[src/rtl/mem_arbiter.sv]
// -----------------------------------------------------------------------------
// mem_arbiter
//
// Purpose:
//   Sits in front of the byte-serial memory controller and serialises two
//   clients onto its single new_task interface:
//     - instruction fetch: line fills of LINE_WORDS consecutive word reads
//     - load/store buffer: single byte / half-word / word accesses
//   One task is in flight at a time. Completion is taken from the
//   controller's busy flag, and read data is returned to the requester.
//   rob_clear aborts reads (no response is produced) but never disturbs
//   a store, matching the controller's own flush behaviour.
//
// Parameters:
//   LINE_WORDS  words per instruction line fill (power of 2, 1..16)
//   ADDR_W      address width
//
// Ports:
//   clk_in, rst_n_in     clock, asynchronous active-low reset
//   rdy_in               global enable; when low every register holds
//   rob_clear            pipeline flush
//   if_req / if_addr     line-fill request (held until if_last) and base
//   if_valid/idx/data    one returned word per pulse, if_last on the final
//   lsb_req ... lsb_type access request (held until lsb_done)
//   lsb_done/lsb_rdata   completion pulse and load data
//   mem_*  (outputs)     task fields towards the controller
//   mem_data_out/ready   controller read data / data-ready
//   mem_is_working       controller busy
//
// Build option:
//   MEM_ARB_IO_STALL_EN  when defined, adds input io_buffer_full. A store
//                        to the I/O window (lsb_addr[17:16] == 2'b11) is
//                        held off while io_buffer_full is high; other
//                        traffic, including instruction fetch, still flows.
// -----------------------------------------------------------------------------
module mem_arbiter #(
    parameter int LINE_WORDS = 4,
    parameter int ADDR_W     = 32
) (
    input  logic              clk_in,
    input  logic              rst_n_in,
    input  logic              rdy_in,
    input  logic              rob_clear,

    input  logic              if_req,
    input  logic [ADDR_W-1:0] if_addr,
    output logic              if_valid,
    output logic [3:0]        if_idx,
    output logic [31:0]       if_data,
    output logic              if_last,

    input  logic              lsb_req,
    input  logic              lsb_is_write,
    input  logic [ADDR_W-1:0] lsb_addr,
    input  logic [31:0]       lsb_wdata,
    input  logic [2:0]        lsb_type,
    output logic              lsb_done,
    output logic [31:0]       lsb_rdata,

    output logic              mem_new_task,
    output logic              mem_is_write,
    output logic [ADDR_W-1:0] mem_addr,
    output logic [31:0]       mem_data_in,
    output logic [2:0]        mem_work_type,
    input  logic [31:0]       mem_data_out,
    input  logic              mem_ready,
`ifdef MEM_ARB_IO_STALL_EN
    input  logic              io_buffer_full,
`endif
    input  logic              mem_is_working
);

    typedef enum logic [1:0] {
        S_IDLE  = 2'd0,
        S_ISSUE = 2'd1,
        S_WAIT  = 2'd2
    } state_t;

    localparam logic [3:0] LAST_IDX  = 4'(LINE_WORDS - 1);
    localparam logic [2:0] TYPE_WORD = 3'b010;
    localparam logic       PRI_IF    = 1'b0;
    localparam logic       PRI_LSB   = 1'b1;

    // Word address inside a line: base + 4*idx, wrapping modulo 2^ADDR_W.
    function automatic logic [ADDR_W-1:0] word_addr(input logic [ADDR_W-1:0] base,
                                                    input logic [3:0]        idx);
        return base + ADDR_W'({idx, 2'b00});
    endfunction

    // -------------------------------------------------------------------------
    // State
    // -------------------------------------------------------------------------
    state_t              state_q,     state_d;
    logic [3:0]          cnt_q,       cnt_d;
    logic                rr_pri_q,    rr_pri_d;
    logic                owner_lsb_q, owner_lsb_d;   // 1: current task is the LSB's
    logic                contested_q, contested_d;   // both clients wanted the grant

    logic                new_task_q,  new_task_d;
    logic                is_write_q,  is_write_d;
    logic [ADDR_W-1:0]   addr_q,      addr_d;
    logic [31:0]         wdata_q,     wdata_d;
    logic [2:0]          type_q,      type_d;

    logic                if_valid_q,  if_valid_d;
    logic [3:0]          if_idx_q,    if_idx_d;
    logic [31:0]         if_data_q,   if_data_d;
    logic                if_last_q,   if_last_d;
    logic                lsb_done_q,  lsb_done_d;
    logic [31:0]         lsb_rdata_q, lsb_rdata_d;

    logic                io_blocked;
    logic                if_pend;
    logic                lsb_pend;
    logic                pick_lsb;
    logic [3:0]          cnt_inc;
    logic                txn_end;

    // The controller's data-ready strobe is not needed: the read word is
    // stable once mem_is_working drops, which is when it is captured.
    logic                unused_ok;
    assign unused_ok = &{1'b0, mem_ready};

`ifdef MEM_ARB_IO_STALL_EN
    assign io_blocked = lsb_is_write && (lsb_addr[17:16] == 2'b11) && io_buffer_full;
`else
    assign io_blocked = 1'b0;
`endif

    // Nothing new is started in a flush cycle, reads or writes alike.
    assign if_pend  = if_req  && !rob_clear;
    assign lsb_pend = lsb_req && !rob_clear && !io_blocked;
    assign pick_lsb = lsb_pend && (!if_pend || (rr_pri_q == PRI_LSB));
    assign cnt_inc  = cnt_q + 4'd1;

    // -------------------------------------------------------------------------
    // Next-state logic
    // -------------------------------------------------------------------------
    always_comb begin
        state_d     = state_q;
        cnt_d       = cnt_q;
        rr_pri_d    = rr_pri_q;
        owner_lsb_d = owner_lsb_q;
        contested_d = contested_q;
        new_task_d  = new_task_q;
        is_write_d  = is_write_q;
        addr_d      = addr_q;
        wdata_d     = wdata_q;
        type_d      = type_q;
        if_valid_d  = 1'b0;
        if_idx_d    = if_idx_q;
        if_data_d   = if_data_q;
        if_last_d   = 1'b0;
        lsb_done_d  = 1'b0;
        lsb_rdata_d = lsb_rdata_q;
        txn_end     = 1'b0;

        unique case (state_q)
            S_IDLE: begin
                if (if_pend || lsb_pend) begin
                    state_d     = S_ISSUE;
                    new_task_d  = 1'b1;
                    owner_lsb_d = pick_lsb;
                    contested_d = if_pend && lsb_pend;
                    if (pick_lsb) begin
                        is_write_d = lsb_is_write;
                        addr_d     = lsb_addr;
                        wdata_d    = lsb_wdata;
                        type_d     = lsb_type;
                    end else begin
                        is_write_d = 1'b0;
                        addr_d     = word_addr(if_addr, cnt_q);
                        wdata_d    = '0;
                        type_d     = TYPE_WORD;
                    end
                end
            end

            S_ISSUE: begin
                if (rob_clear && !is_write_q) begin
                    // Aborted read: the controller drops it too, so no reply.
                    state_d    = S_IDLE;
                    new_task_d = 1'b0;
                    cnt_d      = '0;
                    txn_end    = 1'b1;
                end else if (rob_clear) begin
                    // The controller ignores new_task while flushing; keep
                    // the store strobe up so it is taken on the next cycle.
                    state_d    = S_ISSUE;
                    new_task_d = 1'b1;
                end else begin
                    state_d    = S_WAIT;
                    new_task_d = 1'b0;
                end
            end

            S_WAIT: begin
                if (rob_clear && !is_write_q) begin
                    state_d = S_IDLE;
                    cnt_d   = '0;
                    txn_end = 1'b1;
                end else if (!mem_is_working) begin
                    if (owner_lsb_q) begin
                        lsb_done_d = 1'b1;
                        if (!is_write_q) begin
                            lsb_rdata_d = mem_data_out;
                        end
                        state_d = S_IDLE;
                        txn_end = 1'b1;
                    end else begin
                        if_valid_d = 1'b1;
                        if_data_d  = mem_data_out;
                        if_idx_d   = cnt_q;
                        if (cnt_q == LAST_IDX) begin
                            if_last_d = 1'b1;
                            cnt_d     = '0;
                            state_d   = S_IDLE;
                            txn_end   = 1'b1;
                        end else begin
                            // Line fills run back-to-back without re-arbitration.
                            cnt_d      = cnt_inc;
                            state_d    = S_ISSUE;
                            new_task_d = 1'b1;
                            addr_d     = word_addr(if_addr, cnt_inc);
                        end
                    end
                end
            end

            default: begin
                state_d    = S_IDLE;
                new_task_d = 1'b0;
                cnt_d      = '0;
            end
        endcase

        // Priority only rotates after a grant that was actually contested.
        if (txn_end && contested_q) begin
            rr_pri_d    = owner_lsb_q ? PRI_IF : PRI_LSB;
            contested_d = 1'b0;
        end
    end

    // -------------------------------------------------------------------------
    // Registers (all frozen while rdy_in is low)
    // -------------------------------------------------------------------------
    always_ff @(posedge clk_in or negedge rst_n_in) begin
        if (!rst_n_in) begin
            state_q     <= S_IDLE;
            cnt_q       <= '0;
            rr_pri_q    <= PRI_IF;
            owner_lsb_q <= 1'b0;
            contested_q <= 1'b0;
            new_task_q  <= 1'b0;
            is_write_q  <= 1'b0;
            addr_q      <= '0;
            wdata_q     <= '0;
            type_q      <= '0;
            if_valid_q  <= 1'b0;
            if_idx_q    <= '0;
            if_data_q   <= '0;
            if_last_q   <= 1'b0;
            lsb_done_q  <= 1'b0;
            lsb_rdata_q <= '0;
        end else if (rdy_in) begin
            state_q     <= state_d;
            cnt_q       <= cnt_d;
            rr_pri_q    <= rr_pri_d;
            owner_lsb_q <= owner_lsb_d;
            contested_q <= contested_d;
            new_task_q  <= new_task_d;
            is_write_q  <= is_write_d;
            addr_q      <= addr_d;
            wdata_q     <= wdata_d;
            type_q      <= type_d;
            if_valid_q  <= if_valid_d;
            if_idx_q    <= if_idx_d;
            if_data_q   <= if_data_d;
            if_last_q   <= if_last_d;
            lsb_done_q  <= lsb_done_d;
            lsb_rdata_q <= lsb_rdata_d;
        end
    end

    assign mem_new_task  = new_task_q;
    assign mem_is_write  = is_write_q;
    assign mem_addr      = addr_q;
    assign mem_data_in   = wdata_q;
    assign mem_work_type = type_q;
    assign if_valid      = if_valid_q;
    assign if_idx        = if_idx_q;
    assign if_data       = if_data_q;
    assign if_last       = if_last_q;
    assign lsb_done      = lsb_done_q;
    assign lsb_rdata     = lsb_rdata_q;

endmodule

[config.mk]
export PLATFORM = sky130hd
export DESIGN_NAME = mem_arbiter
export DESIGN_NICKNAME = d
export VERILOG_FILES = /design/src/rtl/mem_arbiter.sv
export SDC_FILE = /design/constraint.sdc
export NUM_CORES = 1
export LEC_CHECK = 0
export ABC_CLOCK_PERIOD_IN_PS = 2900
export BUFFER_PORTS_ARGS = -buffer_cell sky130_fd_sc_hd__buf_2
export CORE_MARGIN = 5
export CORE_UTILIZATION = 45
export CTS_CLUSTER_SIZE = 25
export DETAILED_ROUTE_END_ITERATION = 10
export PLACE_DENSITY = 0.75
export SYNTH_ARGS = -nofsm -noshare
export SYNTH_HDL_FRONTEND = slang
export SYNTH_SLANG_ARGS = --single-unit
[constraint.sdc]
create_clock -name clk_in -period 2.9 [get_ports clk_in]
set_input_delay 0.435 -clock clk_in [delete_from_list [all_inputs] [get_ports clk_in]]
set_output_delay 0.435 -clock clk_in [all_outputs]
set_load 0.03 [all_outputs]
After elaboration in Yosys (flattened, before gate mapping)
Index checks and enable logic that the tools add are counted.
{"block": "op_classes", "bitwise": 5, "n_eq_ne": 11, "muxes": 53, "reduce_logical": 24, "n_addsub": 3}
{"operator": "2-to-1 mux 32 bit", "count": 7}
{"operator": "adder 32 x 6 -> 32 bit", "count": 2}
{"operator": "case mux 32 bit (2 select lines)", "count": 1}
{"operator": "2-to-1 mux 1 bit", "count": 30}
{"operator": "2-to-1 mux 4 bit", "count": 5}
{"operator": "!= test 2 bit, second input constant", "count": 6}
{"operator": "case mux 4 bit (3 select lines)", "count": 1}
{"operator": "AND reduction 6 bit", "count": 2}
{"operator": "2-to-1 mux 2 bit", "count": 5}
{"operator": "AND reduction 5 bit", "count": 2}
{"operator": "AND reduction 3 bit", "count": 3}
{"operator": "AND reduction 7 bit", "count": 1}
{"operator": "logical AND 1 bit", "count": 6}
{"operator": "!= test 3 bit, second input constant", "count": 2}
{"operator": "case mux 2 bit (3 select lines)", "count": 1}
{"operator": "nonzero test 2 bit", "count": 3}
{"operator": "inverter 1 bit", "count": 5}
{"operator": "adder 4 x 1 -> 4 bit, second input constant", "count": 1}
{"operator": "equality test 4 x 2 -> 1 bit, second input constant", "count": 1}
{"operator": "logical NOT 1 bit", "count": 3}
{"operator": "2-to-1 mux 3 bit", "count": 1}
{"operator": "case mux 1 bit (3 select lines)", "count": 1}
{"operator": "equality test 2 x 1 -> 1 bit, second input constant", "count": 1}
{"operator": "equality test 2 bit, second input constant", "count": 1}
{"operator": "other kinds (4)", "count": 5}
{"block": "totals", "in_bits": 140, "regBits": 149}

Logic depth before layout (Yosys ltp)
{"block": "depth", "ltp_word": 9, "mapped_depth": 10, "ltp_nobuf": 10}

Least setup slack after synthesis
No wires, ideal clock.
{"block": "synth_path", "path_kind": "register to register", "start": "register cnt_q[1]", "end": "register addr_q[24] (netlist: mem_addr[24])", "stages_incl_launch_ff": 10, "arrival_time_ns": 2.753, "n_path_buf": 0, "slack_ns": 0.023, "required_time_ns": 2.776, "path_cell_list": "dfrtp_1 > ha_1 > inv_1 > fa_1 > nor2b_1 > o21ai_1 > and2_0 > or4_2 > mux2i_1 > a211o_1"}
{"block": "synth_via", "elab_chain_len": 7, "elab_cells_between_ends": 13, "classes_between": "3 x add/sub; 2 x eq/ne; 7 x mux; 1 x reduce/logical"}
{"element": "from (decl)", "line": "94", "source": "logic [3:0] cnt_q, cnt_d;"}
{"element": "from (signal assigned)", "line": "267", "source": "cnt_q <= cnt_d;"}
{"element": "adder 4 x 1 -> 4 bit", "line": "134", "source": "assign cnt_inc = cnt_q + 4'd1;"}
{"element": "adder 32 x 6 -> 32 bit", "line": "87", "source": "return base + ADDR_W'({idx, 2'b00});"}
{"element": "2-to-1 mux 32 bit", "line": "214", "source": "if (cnt_q == LAST_IDX) begin"}
{"element": "2-to-1 mux 32 bit", "line": "203", "source": "if (owner_lsb_q) begin"}
{"element": "2-to-1 mux 32 bit", "line": "202", "source": "end else if (!mem_is_working) begin"}
{"element": "2-to-1 mux 32 bit", "line": "198", "source": "if (rob_clear && !is_write_q) begin"}
{"element": "case mux 32 bit (2 select lines)", "line": "158", "source": "unique case (state_q)"}
{"element": "to (signal assigned)", "line": "273", "source": "addr_q <= addr_d;"}
{"element": "to (decl)", "line": "101", "source": "logic [ADDR_W-1:0] addr_q, addr_d;"}
Parallel ways exist; a longest one is shown, timed or not. The select of a mux whose other input is x is not followed.
A chain may end at the register's enable or synchronous reset.

Worst setup path after layout
{"block": "layout_path", "start": "register cnt_q[0]", "end": "register addr_q[24] (netlist: mem_addr[24])"}
The elaborated chain is that of the path after synthesis.

==> flow_summary.json <==
{
  "start_util_pct": 45.3,
  "grt_pass1_wl_um": 35700,
  "final.fill_count": 1524,
  "finalMaxSlewViolations": 0,
  "tightest_slew_ns": 0.864,
  "dp_hpwl_um": 16200,
  "gr-total-overflow": 0,
  "wl_per_cell_um": 16.9,
  "areaGrowthSynthToFinish_pct": 29.7,
  "p_per_area_nw_per_um2": 904,
  "ir_worst_vdd_uv": 448,
  "final_layout_size_suffix_gt1_share_pct": 39.2,
  "min_period_over_period_pct": 95.9,
  "drc": 0,
  "hold_viol": 0,
  "insertedDiodeCount": 0,
  "cts_buffer_depth": 2,
  "synth_seq_area_share_pct": 48.1,
  "cap_violations": 0,
  "tns_ns": 0,
  "async_reset_ff_share_pct": 100,
  "numCtsBuffers": 17,
  "p_leak_nw": 5.10,
  "min_period_ns": 2.78,
  "syn_avg_cell_area_um2": 9.92,
  "row_count": 48,
  "die_x_um": 141,
  "die_area_um2": 20000,
  "critPathLaunch": "cnt_q[0]$_DFFE_PN0P_",
  "timing.final.ws_setup_ns": 0.119,
  "status": "finished clean",
  "cp.buffers_inverters": 1,
  "final_common_cell": "buf_2",
  "worstSetupPathType": "reg2reg",
  "grt_setup_unrepaired": "false",
  "cp_cell_sequence": "ha_2 -> inv_1 -> fa_2 -> nor2b_1 -> o21ai_1 -> and2_1 -> or4_2 -> mux2i_1 -> a211o_1",
  "ys.flop_type": "dfrtp_1",
  "r2r-start": "cnt_q[0]$_DFFE_PN0P_",
  "arrival_ns": 3.08,
  "path_delay_family": "simple AND/OR/NAND/NOR gates",
  "avgViaCountPerCell": 5.35,
  "clock_sinks": 149,
  "cpMaxStageDelayCell": "or4_2",
  "cts.reportedPaths.clkPinSlew_ns": 0.06,
  "clock_latency_ns": 0.43,
  "antenna_left": 0,
  "stdcell_count": 1292,
  "cts_tree": "done",
  "syn-cell-area_um2": 7760,
  "setup_viol": 0,
  "wl_um": 21800,
  "core_area_um2": 17100,
  "relSlewSlack_pct": 42.3,
  "drtIter0Drc": 456,
  "antenna_found_initial": 1,
  "hold_class": "in2async",
  "skew_ns": 0.0155,
  "synth_seq_cells": 149,
  "yosys_warnings": 0,
  "cp-start-kind": "flip-flop",
  "fp.dieH_um": 141,
  "place.gp.congestion": 0.886,
  "end_kind": "flip-flop",
  "finalInstanceArea_um2": 10100,
  "placed_area_um2": 9430,
  "synth_cells": 782,
  "portBuffers": 278,
  "ys_types": 68,
  "grt_max_degree": 76,
  "dp_cells": 1259,
  "crit_fanout": 4,
  "utilization_pct": 58.8,
  "vias": 6916,
  "power_mw": 9.10,
  "design.portCount": 280,
  "fmax_ghz": 0.360,
  "drt_first_pass_iters": 5,
  "hold_buffers": 0,
  "grt_pass1_vias": 7060,
  "cp.required_ns": 3.20,
  "synth-edff-count": 0,
  "place_ws_ns": 0.0605,
  "synthesis.nets": 937,
  "timing.hold.ws_ns": 0.0158,
  "track_usage_pct": 22.1,
  "h-tree-depth": 4,
  "clockRootBuffer": "clkbuf_16",
  "fin_nets": 1209,
  "final_cell_mix": "buf_2, dfrtp_1, nand2_1",
  "max_stage_delay_ns": 0.64
}
registers in the layout, indices dropped and copies added (netlist names), 2 cells and up:
signal / flops
cnt_q: 4
if_data: 32
if_idx: 4
lsb_rdata: 32
mem_addr: 32
mem_data_in: 32
mem_work_type: 3
state_q: 2
layer usage:
layer / GRT usage (%) / vias to the layer above / share of wire [%]
li1: - / 3326 / -
met1: 28.7 / 3282 / 41
met2: 35.8 / 265 / 48
met3: 5.29 / 41 / 7.3
met4: 8.52 / 2 / 2.7
met5: 0 / - / 0.092
report_power, final:
part	internal, mW	switching, mW	total [mW]	leakage, nW
logic	1.23	2.51	3.74	2.82
clock network	1.38	0.925	2.31	0.301
registers	2.72	0.335	3.06	1.98
total	5.33	3.77	9.10	5.10
final cells by class:
class                   count  area [um^2]  area share [%]
clock buffers              18          429            4.27
inverters                  14         52.6           0.522
clock inverters            14          186            1.85
multi-input cells         569         3770            37.5
well taps                 225          282            2.80
flip-flops and latches    149         3730            37.1
repair buffers            303         1610            16.0
kinds of logic after synthesis:
family | after synthesis | share of synthesized area (%)
xor+xnor | 43 | 4.86
mux | 73 | 10.5
buf+inv | 64 | 3.47
simple gates | 261 | 16.2
flops | 149 | 48.1
fa+ha+maj | 15 | 2.61
compound gates | 177 | 14.3
cells in the mapped netlist, drive strengths merged (4+ instances only):
library cell,n,share of area [%]
nand2,127,6.1
a211o,4,0.45
inv,13,0.63
a21oi,27,1.7
dfrtp,149,48
nand4,12,1.2
or4,5,0.58
nor2,35,1.7
a211oi,13,1.3
xnor2,21,2.4
buf,11,0.82
clkbuf,38,1.8
nor2b,6,0.48
nand3b,7,0.68
nor4,9,0.89
o31ai,4,0.39
ha,13,2.1
a221o,9,1.2
o21ai,81,5.2
nand2b,7,0.56
nor3,18,1.2
and3,5,0.40
xor2,22,2.5
and2,4,0.32
nand3,16,1.0
a21o,7,0.68
mux2i,6,0.77
mux2,67,9.7
timing repair:
item	4_1_cts	5_1_grt
setup endpoints to repair	0	2
buffers inserted	0	1
resized for setup	0	3
final timing paths:
path,slack [ns],cells after the start,to
max,0.12,9,mem_addr[24]$_DFFE_PN0P_
min,0.02,1,mem_data_in[29]$_DFFE_PN0P_
max reg2reg,0.12,9,mem_addr[24]$_DFFE_PN0P_
min reg2reg,0.48,2,mem_addr[6]$_DFFE_PN0P_
max in group asynchronous,2.14,2,mem_addr[12]$_DFFE_PN0P_
min in group clk_in,0.25,3,mem_data_in[17]$_DFFE_PN0P_
(Power assumes the default switching activity.)
